===== src/rtl/usb_trans_ctrl_pkg.sv =====
// rtl/usb_trans_ctrl_pkg.sv - shared PID and transaction-state types for the USB device transaction sequencer
package usb_trans_ctrl_pkg;

    // USB packet identifiers (4-bit PID, check field handled by the receiver)
    typedef enum logic [3:0] {
        PID_RESERVED = 4'h0,
        PID_OUT      = 4'h1,
        PID_ACK      = 4'h2,
        PID_DATA0    = 4'h3,
        PID_PING     = 4'h4,
        PID_SOF      = 4'h5,
        PID_NYET     = 4'h6,
        PID_DATA2    = 4'h7,
        PID_SPLIT    = 4'h8,
        PID_IN       = 4'h9,
        PID_NAK      = 4'hA,
        PID_DATA1    = 4'hB,
        PID_PRE      = 4'hC,
        PID_SETUP    = 4'hD,
        PID_STALL    = 4'hE,
        PID_MDATA    = 4'hF
    } pid_t;

    typedef enum logic [2:0] {
        ST_IDLE,
        ST_WAIT_DATA,
        ST_RX_DATA,
        ST_TX_WAIT,
        ST_WAIT_ACK
    } trans_state_t;

    localparam int BTO_CYCLES_DEFAULT = 72;

    // DATA0/DATA1 are the only data PIDs a full-speed device sequences
    function automatic logic pid_is_data01(input pid_t p);
        return (p == PID_DATA0) || (p == PID_DATA1);
    endfunction

endpackage


===== src/rtl/usb_bto_timer.sv =====
// rtl/usb_bto_timer.sv - bus turnaround time-out counter (load, decrement, expire)
module usb_bto_timer #(
    parameter int CYCLES = 72
) (
    input  logic clk,
    input  logic rst_n,
    input  logic load_i,
    input  logic run_i,
    output logic expire_o
);

    localparam int W = $clog2(CYCLES + 1);
    localparam logic [W-1:0] LOAD_VAL = W'(CYCLES);
    localparam logic [W-1:0] ONE      = W'(1);

    logic [W-1:0] cnt_q, cnt_d;

    // expiry is flagged on the cycle whose decrement reaches zero
    assign expire_o = run_i && (cnt_q == ONE);

    // reload on entry to a waiting state, otherwise count down while running
    always_comb begin
        cnt_d = cnt_q;
        if (load_i) begin
            cnt_d = LOAD_VAL;
        end else if (run_i && (cnt_q != '0)) begin
            cnt_d = cnt_q - ONE;
        end
    end

    // counter register
    always_ff @(posedge clk or negedge rst_n) begin
        if (!rst_n) begin
            cnt_q <= '0;
        end else begin
            cnt_q <= cnt_d;
        end
    end

endmodule


===== src/rtl/usb_trans_ctrl.sv =====
// rtl/usb_trans_ctrl.sv - device-side USB transaction sequencer between packet receiver and transmitter
module usb_trans_ctrl
    import usb_trans_ctrl_pkg::*;
#(
    parameter int NUM_EP     = 4,
    parameter int BTO_CYCLES = BTO_CYCLES_DEFAULT
) (
    input  logic              clk,
    input  logic              rst_n,
    input  logic [6:0]        dev_addr,
    input  logic              tok_valid,
    input  pid_t              tok_pid,
    input  logic [6:0]        tok_addr,
    input  logic [3:0]        tok_endp,
    input  logic              tok_crc5_ok,
    input  logic              rx_pid_valid,
    input  pid_t              rx_pid,
    input  logic              rx_data_done,
    input  logic              rx_crc16_ok,
    input  logic              rx_pid_err,
    input  logic              usb_reset,
    input  logic [NUM_EP-1:0] ep_stall,
    input  logic [NUM_EP-1:0] ep_in_ready,
    input  logic [NUM_EP-1:0] ep_out_ready,
    input  logic              tx_busy,
    input  logic              tx_done,
    output logic              tx_start,
    output pid_t              tx_pid,
    output logic [3:0]        ep_sel,
    output logic              out_commit,
    output logic              out_discard,
    output logic              stat_token_done,
    output logic              stat_stall,
    output logic              stat_bto,
    output logic              stat_crc5,
    output logic              stat_crc16,
    output logic              stat_pid,
    output logic              stat_reset
);

    localparam logic [4:0] NUM_EP_L = 5'(NUM_EP);

    trans_state_t      state_q, state_d;
    logic [3:0]        ep_q, ep_d;
    logic [NUM_EP-1:0] tog_q, tog_d;
    pid_t              txpid_q, txpid_d, req_pid;
    logic              req_tx, kill;
    logic              pend_q, pend_d;
    logic              is_setup_q, is_setup_d;
    logic              data1_q, data1_d;
    logic              usb_reset_q;
    logic              start_q, start_d, commit_q, commit_d, discard_q, discard_d;
    logic              done_q, done_d, stall_q, stall_d, bto_q, bto_d;
    logic              crc5_q, crc5_d, crc16_q, crc16_d, pid_q, pid_d, rst_ev_q, rst_ev_d;
    logic [3:0]        sel_idx;
    logic [NUM_EP-1:0] sel_mask;
    logic              sel_stall, sel_in_rdy, sel_out_rdy, sel_tog;
    logic              tok_hit, bto_load, bto_run, bto_expire;

    usb_bto_timer #(.CYCLES(BTO_CYCLES)) u_bto (
        .clk      (clk),
        .rst_n    (rst_n),
        .load_i   (bto_load),
        .run_i    (bto_run),
        .expire_o (bto_expire)
    );

    assign bto_run  = (state_q == ST_WAIT_DATA) || (state_q == ST_WAIT_ACK);
    assign bto_load = ((state_d == ST_WAIT_DATA) || (state_d == ST_WAIT_ACK)) && (state_d != state_q);

    assign tok_hit = tok_valid && tok_crc5_ok && (tok_addr == dev_addr) &&
                     ({1'b0, tok_endp} < NUM_EP_L) &&
                     ((tok_pid == PID_IN) || (tok_pid == PID_OUT) || (tok_pid == PID_SETUP));

    // per-endpoint view: the incoming token's endpoint in IDLE, the latched one afterwards
    always_comb begin
        sel_idx     = (state_q == ST_IDLE) ? tok_endp : ep_q;
        sel_mask    = '0;
        sel_stall   = 1'b0;
        sel_in_rdy  = 1'b0;
        sel_out_rdy = 1'b0;
        sel_tog     = 1'b0;
        for (int i = 0; i < NUM_EP; i++) begin
            if (sel_idx == 4'(i)) begin
                sel_mask[i] = 1'b1;
                sel_stall   = ep_stall[i];
                sel_in_rdy  = ep_in_ready[i];
                sel_out_rdy = ep_out_ready[i];
                sel_tog     = tog_q[i];
            end
        end
    end

    // next-state, response selection and status pulses
    always_comb begin
        state_d    = state_q;
        ep_d       = ep_q;
        tog_d      = tog_q;
        txpid_d    = txpid_q;
        is_setup_d = is_setup_q;
        data1_d    = data1_q;
        req_tx     = 1'b0;
        req_pid    = PID_RESERVED;
        kill       = 1'b0;
        pend_d     = 1'b0;
        start_d    = 1'b0;
        commit_d   = 1'b0;
        discard_d  = 1'b0;
        done_d     = 1'b0;
        stall_d    = 1'b0;
        bto_d      = 1'b0;
        crc5_d     = 1'b0;
        crc16_d    = 1'b0;
        pid_d      = 1'b0;
        rst_ev_d   = usb_reset && !usb_reset_q;

        if (usb_reset) begin
            // bus reset overrides everything and drops any queued response
            state_d = ST_IDLE;
            tog_d   = '0;
            txpid_d = PID_RESERVED;
        end else begin
            if ((state_q != ST_IDLE) && rx_pid_err) begin
                pid_d     = 1'b1;
                discard_d = (state_q == ST_RX_DATA);
                state_d   = ST_IDLE;
                kill      = 1'b1;
            end else begin
                case (state_q)
                    ST_IDLE: begin
                        if (tok_valid && !tok_crc5_ok) begin
                            crc5_d = 1'b1;
                        end else if (tok_hit) begin
                            ep_d       = tok_endp;
                            is_setup_d = (tok_pid == PID_SETUP);
                            if (tok_pid == PID_IN) begin
                                req_tx  = 1'b1;
                                state_d = ST_TX_WAIT;
                                if (sel_stall) begin
                                    req_pid = PID_STALL;
                                    stall_d = 1'b1;
                                end else if (!sel_in_rdy) begin
                                    req_pid = PID_NAK;
                                end else begin
                                    req_pid = sel_tog ? PID_DATA1 : PID_DATA0;
                                end
                            end else begin
                                state_d = ST_WAIT_DATA;
                            end
                        end
                    end
                    ST_WAIT_DATA: begin
                        if (rx_pid_valid) begin
                            if (pid_is_data01(rx_pid)) begin
                                state_d = ST_RX_DATA;
                                data1_d = (rx_pid == PID_DATA1);
                            end else begin
                                pid_d   = 1'b1;
                                state_d = ST_IDLE;
                            end
                        end else if (bto_expire) begin
                            bto_d   = 1'b1;
                            state_d = ST_IDLE;
                        end
                    end
                    ST_RX_DATA: begin
                        if (rx_data_done) begin
                            if (!rx_crc16_ok) begin
                                discard_d = 1'b1;
                                crc16_d   = 1'b1;
                                state_d   = ST_IDLE;
                            end else begin
                                req_tx  = 1'b1;
                                state_d = ST_TX_WAIT;
                                if (is_setup_q) begin
                                    // SETUP is always accepted and restarts the data sequence at DATA1
                                    req_pid  = PID_ACK;
                                    commit_d = 1'b1;
                                    tog_d    = tog_q | sel_mask;
                                end else if (sel_stall) begin
                                    req_pid   = PID_STALL;
                                    discard_d = 1'b1;
                                    stall_d   = 1'b1;
                                end else if (!sel_out_rdy) begin
                                    req_pid   = PID_NAK;
                                    discard_d = 1'b1;
                                end else if (data1_q != sel_tog) begin
                                    // host missed our ACK and resent: acknowledge, keep nothing
                                    req_pid   = PID_ACK;
                                    discard_d = 1'b1;
                                end else begin
                                    req_pid  = PID_ACK;
                                    commit_d = 1'b1;
                                    tog_d    = tog_q ^ sel_mask;
                                end
                            end
                        end
                    end
                    ST_TX_WAIT: begin
                        if (tx_done && !pend_q) begin
                            if (pid_is_data01(txpid_q)) begin
                                state_d = ST_WAIT_ACK;
                            end else begin
                                done_d  = 1'b1;
                                state_d = ST_IDLE;
                            end
                        end
                    end
                    ST_WAIT_ACK: begin
                        if (rx_pid_valid) begin
                            state_d = ST_IDLE;
                            if (rx_pid == PID_ACK) begin
                                tog_d  = tog_q ^ sel_mask;
                                done_d = 1'b1;
                            end
                        end else if (bto_expire) begin
                            bto_d   = 1'b1;
                            state_d = ST_IDLE;
                        end
                    end
                    default: state_d = ST_IDLE;
                endcase
            end

            if (req_tx) begin
                txpid_d = req_pid;
            end
            // launch now if the transmitter is free, otherwise keep the request pending
            if (req_tx || (pend_q && !kill)) begin
                if (tx_busy) begin
                    pend_d = 1'b1;
                end else begin
                    start_d = 1'b1;
                end
            end
        end
    end

    // state and registered outputs
    always_ff @(posedge clk or negedge rst_n) begin
        if (!rst_n) begin
            state_q     <= ST_IDLE;
            ep_q        <= '0;
            tog_q       <= '0;
            txpid_q     <= PID_RESERVED;
            pend_q      <= 1'b0;
            is_setup_q  <= 1'b0;
            data1_q     <= 1'b0;
            usb_reset_q <= 1'b0;
            start_q     <= 1'b0;
            commit_q    <= 1'b0;
            discard_q   <= 1'b0;
            done_q      <= 1'b0;
            stall_q     <= 1'b0;
            bto_q       <= 1'b0;
            crc5_q      <= 1'b0;
            crc16_q     <= 1'b0;
            pid_q       <= 1'b0;
            rst_ev_q    <= 1'b0;
        end else begin
            state_q     <= state_d;
            ep_q        <= ep_d;
            tog_q       <= tog_d;
            txpid_q     <= txpid_d;
            pend_q      <= pend_d;
            is_setup_q  <= is_setup_d;
            data1_q     <= data1_d;
            usb_reset_q <= usb_reset;
            start_q     <= start_d;
            commit_q    <= commit_d;
            discard_q   <= discard_d;
            done_q      <= done_d;
            stall_q     <= stall_d;
            bto_q       <= bto_d;
            crc5_q      <= crc5_d;
            crc16_q     <= crc16_d;
            pid_q       <= pid_d;
            rst_ev_q    <= rst_ev_d;
        end
    end

    assign tx_start        = start_q;
    assign tx_pid          = txpid_q;
    assign ep_sel          = ep_q;
    assign out_commit      = commit_q;
    assign out_discard     = discard_q;
    assign stat_token_done = done_q;
    assign stat_stall      = stall_q;
    assign stat_bto        = bto_q;
    assign stat_crc5       = crc5_q;
    assign stat_crc16      = crc16_q;
    assign stat_pid        = pid_q;
    assign stat_reset      = rst_ev_q;

endmodule

===== config.mk =====
export PLATFORM = sky130hd
export DESIGN_NAME = usb_trans_ctrl
export DESIGN_NICKNAME = d
export VERILOG_FILES = /design/src/rtl/usb_trans_ctrl_pkg.sv /design/src/rtl/usb_bto_timer.sv /design/src/rtl/usb_trans_ctrl.sv
export SDC_FILE = /design/constraint.sdc
export NUM_CORES = 1
export LEC_CHECK = 0
export CAP_MARGIN = 20
export CORE_UTILIZATION = 40
export CTS_BUF_LIST = sky130_fd_sc_hd__clkbuf_4
export DETAILED_ROUTE_END_ITERATION = 7
export HOLD_SLACK_MARGIN = 0.03
export PLACE_DENSITY = 0.69
export REMOVE_ABC_BUFFERS = 1
export SLEW_MARGIN = 20
export SYNTH_ARGS = -nofsm -noshare
export SYNTH_HDL_FRONTEND = slang
export SYNTH_SLANG_ARGS = --single-unit

===== constraint.sdc =====
create_clock -name clk -period 5.9 [get_ports clk]
set_clock_uncertainty 0.15 [all_clocks]
set_input_delay 1.77 -clock clk [delete_from_list [all_inputs] [get_ports clk]]
set_output_delay 1.77 -clock clk [all_outputs]
set_load 0.1 [all_outputs]

# == Yosys cells after proc, flatten, opt, wreduce, memory -nomap -nowiden ==
# Index checks and enable logic that the tools add are counted.
# classes
add_sub_neg,1
n_mul,0
div,0
order_cmp,1
n_eq_ne,29
shift,0
muxes,133
bitwise_logic,5
n_reduce_logical,34
# op_table
operator,count
$mux W4,25
$mux W1,87
$mux W3,10
$eq A4 B2 Y1 const B,5
$eq A4 B4 Y1 const B,4
$pmux W4 S2,2
$pmux W3 S5,1
$mux W7,2
$logic_and A1 B1 Y1,12
$ne A4 B4 Y1 const B,3
$reduce_and A5 Y1,2
$ne A3 B3 Y1 const B,3
$reduce_and A9 Y1,1
$eq A4 B1 Y1 const B,2
$eq A7 B1 Y1 const B,1
$eq A7 B7 Y1,1
$logic_or A1 B1 Y1,7
$reduce_bool A7 Y1,1
$sub A7 B1 Y7 const B,1
$eq A3 B1 Y1 const B,2
$eq A3 B2 Y1 const B,2
$eq A3 B3 Y1 const B,2
$mux W2,3
$pmux W1 S2,3
14 further kinds,21
# totals
register_bits,36
latch_bits,0
ram_bits,0
mem_bits_ro,0
input_bits,49
out_inout_bits,18
elab_cells,222
memories,0

# == Logic depth before layout (Yosys ltp) ==
# depth
word_depth,17
ltp_mapped,10
mapped_depth_nobuf,9

# == Hierarchy ==
# Synthesis repeated with hierarchy kept, for this count alone.
# unflattened
hier_cells,263
area_unflattened_um2,2438.6
# modules_own_cells
module,n_inst,cells_each,area_per_inst_um2,seq_area_each_um2
usb_trans_ctrl,1,212,1959.4,725.7
usb_bto_timer,1,51,479.2,175.2

# == Least setup slack after synthesis ==
# No wires, ideal clock.
# synth_timing
path_type,input to register
from,input tok_endp[0]
to,register tog_q[0]
t_arrival_ns,3.640
required_ns,5.625
setup_slack_ns,1.985
stages,8
path_buffers,1
path_cell_list,or4b_4 > and2_4 > buf_6 > a21oi_2 > a2bb2oi_2 > a41oi_2 > a221o_2 > mux2_4
# synth_between
elab_chain_len,13
elab_cells_between_ends,36
cone_classes,eq/ne (7); mux (25); bitwise (2); reduce/logical (2)
# synth_rtl
element,line,rtl
from (decl),usb_trans_ctrl.sv:14,"input logic [3:0] tok_endp,"
$mux W4 (*),usb_trans_ctrl.sv:77,sel_idx = (state_q == ST_IDLE) ? tok_endp : ep_q;
$logic_not A4 Y1,usb_trans_ctrl.sv:84,if (sel_idx == 4'(i)) begin
$mux W1,usb_trans_ctrl.sv:84,
$xor A4 B4 Y4,"usb_trans_ctrl.sv:194, usb_trans_ctrl.sv:213",
$mux W4,usb_trans_ctrl.sv:187,end else if (data1_q != sel_tog) begin
$mux W4,usb_trans_ctrl.sv:184,end else if (!sel_out_rdy) begin
$mux W4,usb_trans_ctrl.sv:180,end else if (sel_stall) begin
$mux W4,usb_trans_ctrl.sv:175,if (is_setup_q) begin
$mux W4,usb_trans_ctrl.sv:168,if (!rx_crc16_ok) begin
$mux W4,usb_trans_ctrl.sv:167,if (rx_data_done) begin
$pmux W4 S2,usb_trans_ctrl.sv:129,case (state_q)
$mux W4,usb_trans_ctrl.sv:123,if ((state_q != ST_IDLE) && rx_pid_err) begin
$mux W4,usb_trans_ctrl.sv:117,if (usb_reset) begin
to (signal assigned),usb_trans_ctrl.sv:263,tog_q <= tog_d;
to (decl),usb_trans_ctrl.sv:45,"logic [NUM_EP-1:0] tog_q, tog_d;"
# Every way passes the cells marked *; elsewhere a longest branch is shown, timed or not. The select of a mux whose other input is x is not followed.
# A chain may end at the register's enable or synchronous reset.

# == Worst setup path after layout ==
# layout_timing
from,input tok_endp[2]
to,register tog_q[3]
# layout_between
elab_chain_len,13
elab_cells_between_ends,36
cone_classes,eq/ne (7); mux (25); bitwise (2); reduce/logical (2)
# layout_rtl
element,line
$mux W4 (*),usb_trans_ctrl.sv:77
$eq A4 B2 Y1,usb_trans_ctrl.sv:84
$mux W1,usb_trans_ctrl.sv:84
$xor A4 B4 Y4,"usb_trans_ctrl.sv:194, usb_trans_ctrl.sv:213"
$mux W4,usb_trans_ctrl.sv:187
$mux W4,usb_trans_ctrl.sv:184
$mux W4,usb_trans_ctrl.sv:180
$mux W4,usb_trans_ctrl.sv:175
$mux W4,usb_trans_ctrl.sv:168
$mux W4,usb_trans_ctrl.sv:167
$pmux W4 S2,usb_trans_ctrl.sv:129
$mux W4,usb_trans_ctrl.sv:123
$mux W4,usb_trans_ctrl.sv:117
# Marked as above.

==> results.sh <==
export IMPL_run_status="complete, no violations"
export IMPL_grt_start_max_net_pins=37
export IMPL_setup_reg_to_reg_worst_slack_ns=2.58
export IMPL_tritoncts="yes"
export IMPL_synthCells=249
export IMPL_ctsHoldBuffers=0
export IMPL_final_min_clock_period_ns=4.19
export IMPL_cp_data_required_time_ns=5.99
export IMPL_combinationalPowerShare_pct=16.7
export IMPL_route_detailed_vias_per_inst=5.31
export IMPL_worst_r2r_cell_count=9
export IMPL_chipHeight_um=78.2
export IMPL_final_setup_viol_count=0
export IMPL_grt_pass1_vias=2030
export IMPL_cts_max_path_buffers=2
export IMPL_num_vias=2065
export IMPL_holdPathEnd="stat_reset$_DFF_PN0_"
export IMPL_synth_edf_count=0
export IMPL_post_cts_setup_buffers=0
export IMPL_starting_utilization_of_the_core_area_pct=41.9
export IMPL_setup_ws_ns=1.71
export IMPL_power_density_mw_per_mm2=149
export IMPL_pwr_share_clk_pct=29.5
export IMPL_worst_path_max_fanout=4
export IMPL_total_instance_count_after_detailed_placement=381
export IMPL_grt_antenna_before_repair=0
export IMPL_synthTopCellsByArea="sky130_fd_sc_hd__dfrtp_1 39%, sky130_fd_sc_hd__nor2_1 5.0%, sky130_fd_sc_hd__ha_1 4.3%, sky130_fd_sc_hd__xor2_1 3.4%, sky130_fd_sc_hd__a21oi_1 3.0%"
export IMPL_drt_antenna_violating_nets=0
export IMPL_cts_htree_levels=2
export IMPL_timing_worst_slew_pin_value_ns=0.996
export IMPL_peakVddDrop_uv=81.9
export IMPL_sequentialPowerShare_pct=53.8
export IMPL_clock_sink_count=36
export IMPL_setup_repair_after_global_routing_missed_its_margin="false"
export IMPL_timing_setup_critical_path_class="input port to flop"
export IMPL_cap_viol_max_count=0
export IMPL_synthArstFlopShare_pct=100
export IMPL_timing_final_hold_violations=0
export IMPL_worstHoldPathCells=1
export IMPL_grt_use_total_pct=19.2
export IMPL_worst_setup_hold_path_clk_slew_ns=0.11
export IMPL_fin_setup_tns_ns=0
export IMPL_area_growth_pct=33.2
export IMPL_root_buffer="sky130_fd_sc_hd__clkbuf_4"
export IMPL_critical_path_startpoint_type="input port"
export IMPL_port_buffer_count=66
export IMPL_p_sw_share_pct=25.2
export IMPL_core_area_sq_mm=0.00554
export IMPL_synth_largest_area_cell="sky130_fd_sc_hd__dfrtp_1"
export IMPL_worstPathArrival_ns=4.28
export IMPL_yosysSeqAreaShare_pct=38.8
export IMPL_gp_congestion=0.829
export IMPL_first_pass_grt_wire_length_mm=9.24
export IMPL_max_slew_margin_pct=33.4
export IMPL_hold_path_startpoint="usb_reset_q$_DFF_PN0_"
export IMPL_antennaDiodeCount=0
export IMPL_synth_warnings=0
export IMPL_power_net_switching_mw=0.116
export IMPL_wl_per_cell_um=14.0
export IMPL_die_width_um=78.2
export IMPL_dp_worst_setup_slack_ns=1.36
export IMPL_power_report_internal_total_mw=0.345
export IMPL_drt_pass1_iterations=4
export IMPL_placement_rows=27
export IMPL_hp_class="flop to flop"
export IMPL_gr_total_overflow=0
export IMPL_drt_drc_violations_left=0
export IMPL_cts_resized_gates=0
export IMPL_synth_avg_cell_area_sq_um=9.33
export IMPL_cts_made_buffers=5
export IMPL_r2r_start="state_q[0]$_DFF_PN0_"
export IMPL_boundaryPins=67
export IMPL_post_route_util_pct=55.8
export IMPL_drive_gt1_share_pct=9.15
export IMPL_slew_viol_final=0
export IMPL_setup_worst_path_end_class="flop"
export IMPL_total_number_of_nets_in_the_final_design=373
export IMPL_clock_latency_ns=0.35
export IMPL_cellLeakagePower_nw=1.29
export IMPL_postRouteWirelength_mm=5.44
export IMPL_synth_top_flop_cell="sky130_fd_sc_hd__dfrtp_1"
export IMPL_period_share_pct=71.0
export IMPL_dr_first_iter_drc_count=70
export IMPL_netlist_area_leader_share_pct=38.8
export IMPL_unique_masters_post_synth=56
export IMPL_critical_path_reg2reg_endpoint="tog_q[3]$_DFFE_PN0P_"
export IMPL_netlist_area_sq_mm=0.00232
export IMPL_synth_seq_cells=36
export IMPL_detailedPlacementHpwl_mm=4.31
export IMPL_die_area_sq_mm=0.00611
export IMPL_post_layout_nonfiller_instances=389
export IMPL_timing_fmax_ghz=0.239
[cell usage after synthesis, drive strengths merged (3+ instances only)]
cell	count
dfrtp	36
nor2	31
nand2	17
a21oi	15
inv	13
o21ai	12
nor3	11
mux2	9
xor2	9
ha	8
nor3b	7
nand2b	6
nor2b	6
mux2i	5
clkbuf	4
nor4	4
xnor2	4
a211o	3
and3	3
buf	3
nand4	3
nor4b	3
or3b	3
[flip-flops by register name, indices dropped and copies added (netlist names)]
| signal | count |
|---|---|
| stat_reset | 1 |
| u_bto.cnt_q | 7 |
| stat_pid | 1 |
| tx_start | 1 |
| out_commit | 1 |
| usb_reset_q | 1 |
| stat_token_done | 1 |
| tog_q | 4 |
| tx_pid | 4 |
| pend_q | 1 |
| stat_crc5 | 1 |
| stat_bto | 1 |
| ep_sel | 4 |
| data1_q | 1 |
| out_discard | 1 |
| stat_stall | 1 |
| stat_crc16 | 1 |
| state_q | 3 |
| is_setup_q | 1 |
[cell usage in the layout, fill, tap and decap left out, types with 2 or more instances in the layout]
cell                               n
sky130_fd_sc_hd__nor2_1           31
sky130_fd_sc_hd__nand2_1          17
sky130_fd_sc_hd__inv_1            12
sky130_fd_sc_hd__a2111oi_0         2
sky130_fd_sc_hd__nor4b_1           3
sky130_fd_sc_hd__clkdlybuf4s50_1  66
sky130_fd_sc_hd__nor2b_1           6
sky130_fd_sc_hd__mux2i_1           4
sky130_fd_sc_hd__nor4bb_1          2
sky130_fd_sc_hd__o21ai_0          12
sky130_fd_sc_hd__nor3_1           10
sky130_fd_sc_hd__nand2b_1          6
sky130_fd_sc_hd__nand3_1           2
sky130_fd_sc_hd__mux2_2            5
sky130_fd_sc_hd__or3_1             2
sky130_fd_sc_hd__nor4_1            4
sky130_fd_sc_hd__mux2_4            4
sky130_fd_sc_hd__xor2_1            9
sky130_fd_sc_hd__clkbuf_4          7
sky130_fd_sc_hd__nand4_1           3
sky130_fd_sc_hd__and4_1            2
sky130_fd_sc_hd__o21a_1            2
sky130_fd_sc_hd__a211oi_1          2
sky130_fd_sc_hd__o31ai_1           2
sky130_fd_sc_hd__dfrtp_1          36
sky130_fd_sc_hd__and3_1            3
sky130_fd_sc_hd__xnor2_1           4
sky130_fd_sc_hd__a211o_1           3
sky130_fd_sc_hd__nor3b_1           7
sky130_fd_sc_hd__ha_1              8
sky130_fd_sc_hd__a21oi_1          14
sky130_fd_sc_hd__or3b_2            2
[worst max-delay path, stage by stage]
cell and delay [ns]:
sky130_fd_sc_hd__clkdlybuf4s50_1 0.53, sky130_fd_sc_hd__nor3_1 0.07, sky130_fd_sc_hd__mux2_4 0.29, sky130_fd_sc_hd__and3_1 0.18
sky130_fd_sc_hd__ha_1 0.19, sky130_fd_sc_hd__mux2i_2 0.20, sky130_fd_sc_hd__a211o_1 0.17, sky130_fd_sc_hd__a41oi_2 0.13
sky130_fd_sc_hd__a221o_2 0.43, sky130_fd_sc_hd__mux2_4 0.32
[per-stage QoR]
step / hold slack, ns / power, mW / cell area, sq um
finish: 0.245 / 0.462 / 3090
floorplan: 0.228 / 0.282 / 2280
global route: 0.253 / 0.488 / 3090
detailed placement: 0.234 / 0.331 / 3040
global placement: 0.229 / 0.330 / 3040
CTS: 0.247 / 0.466 / 3090
[metal layers]
metal / part of all wire [%] / up-vias / track usage, % / wire (um)
met2: 49 / 51 / 32.8 / 2660
met1: 46 / 980 / 24.5 / 2510
met5: 0 / - / 0 / 0
met4: 1.3 / 0 / 6.85 / 69
met3: 3.7 / 5 / 2.91 / 204
li1: - / 1029 / - / -
[final cells by class]
class	instances	area, sq um
clock buffers	7	52.6
clock inverters	1	3.75
fillers	523	2450
inverters	13	48.8
multi-input cells	193	1330
flip-flops and latches	36	901
well taps	72	90.1
repair buffers	67	668
[worst max-delay path by stage]
stage	startpoint	end	slack, ns	cells after the start
6_report	tok_endp[2]	tog_q[3]$_DFFE_PN0P_	1.71	10
5_1_grt	tok_endp[3]	tog_q[3]$_DFFE_PN0P_	1.67	10
4_1_cts	tok_endp[2]	tog_q[3]$_DFFE_PN0P_	1.72	10
3_5_place_dp	tok_endp[2]	tog_q[3]$_DFFE_PN0P_	1.36	10
3_3_place_gp	tok_endp[2]	tog_q[0]$_DFFE_PN0P_	1.43	10
2_1_floorplan	tok_endp[2]	tog_q[0]$_DFFE_PN0P_	2.05	9
[power groups by stage]
stage | sequential [mW] | clock, mW | combinational, mW
floorplan | 0.258 | 0 | 0.0234
CTS | 0.248 | 0.140 | 0.0777
finish | 0.248 | 0.136 | 0.0771
global route | 0.249 | 0.156 | 0.0839
global placement | 0.253 | 0 | 0.0768
detailed placement | 0.253 | 0 | 0.0774
[logic make-up after synthesis]
logic type / count (synthesis) / synth area share, %
AOI/OAI and AO/OA: 50 / 15.0
adders and majority gates: 8 / 4.31
and+or+nand+nor: 108 / 25.8
buffers and inverters: 20 / 3.93
muxes: 14 / 7.33
DFF: 36 / 38.8
xor gates and xnor gates: 13 / 4.90
(Power assumes the default switching activity.)
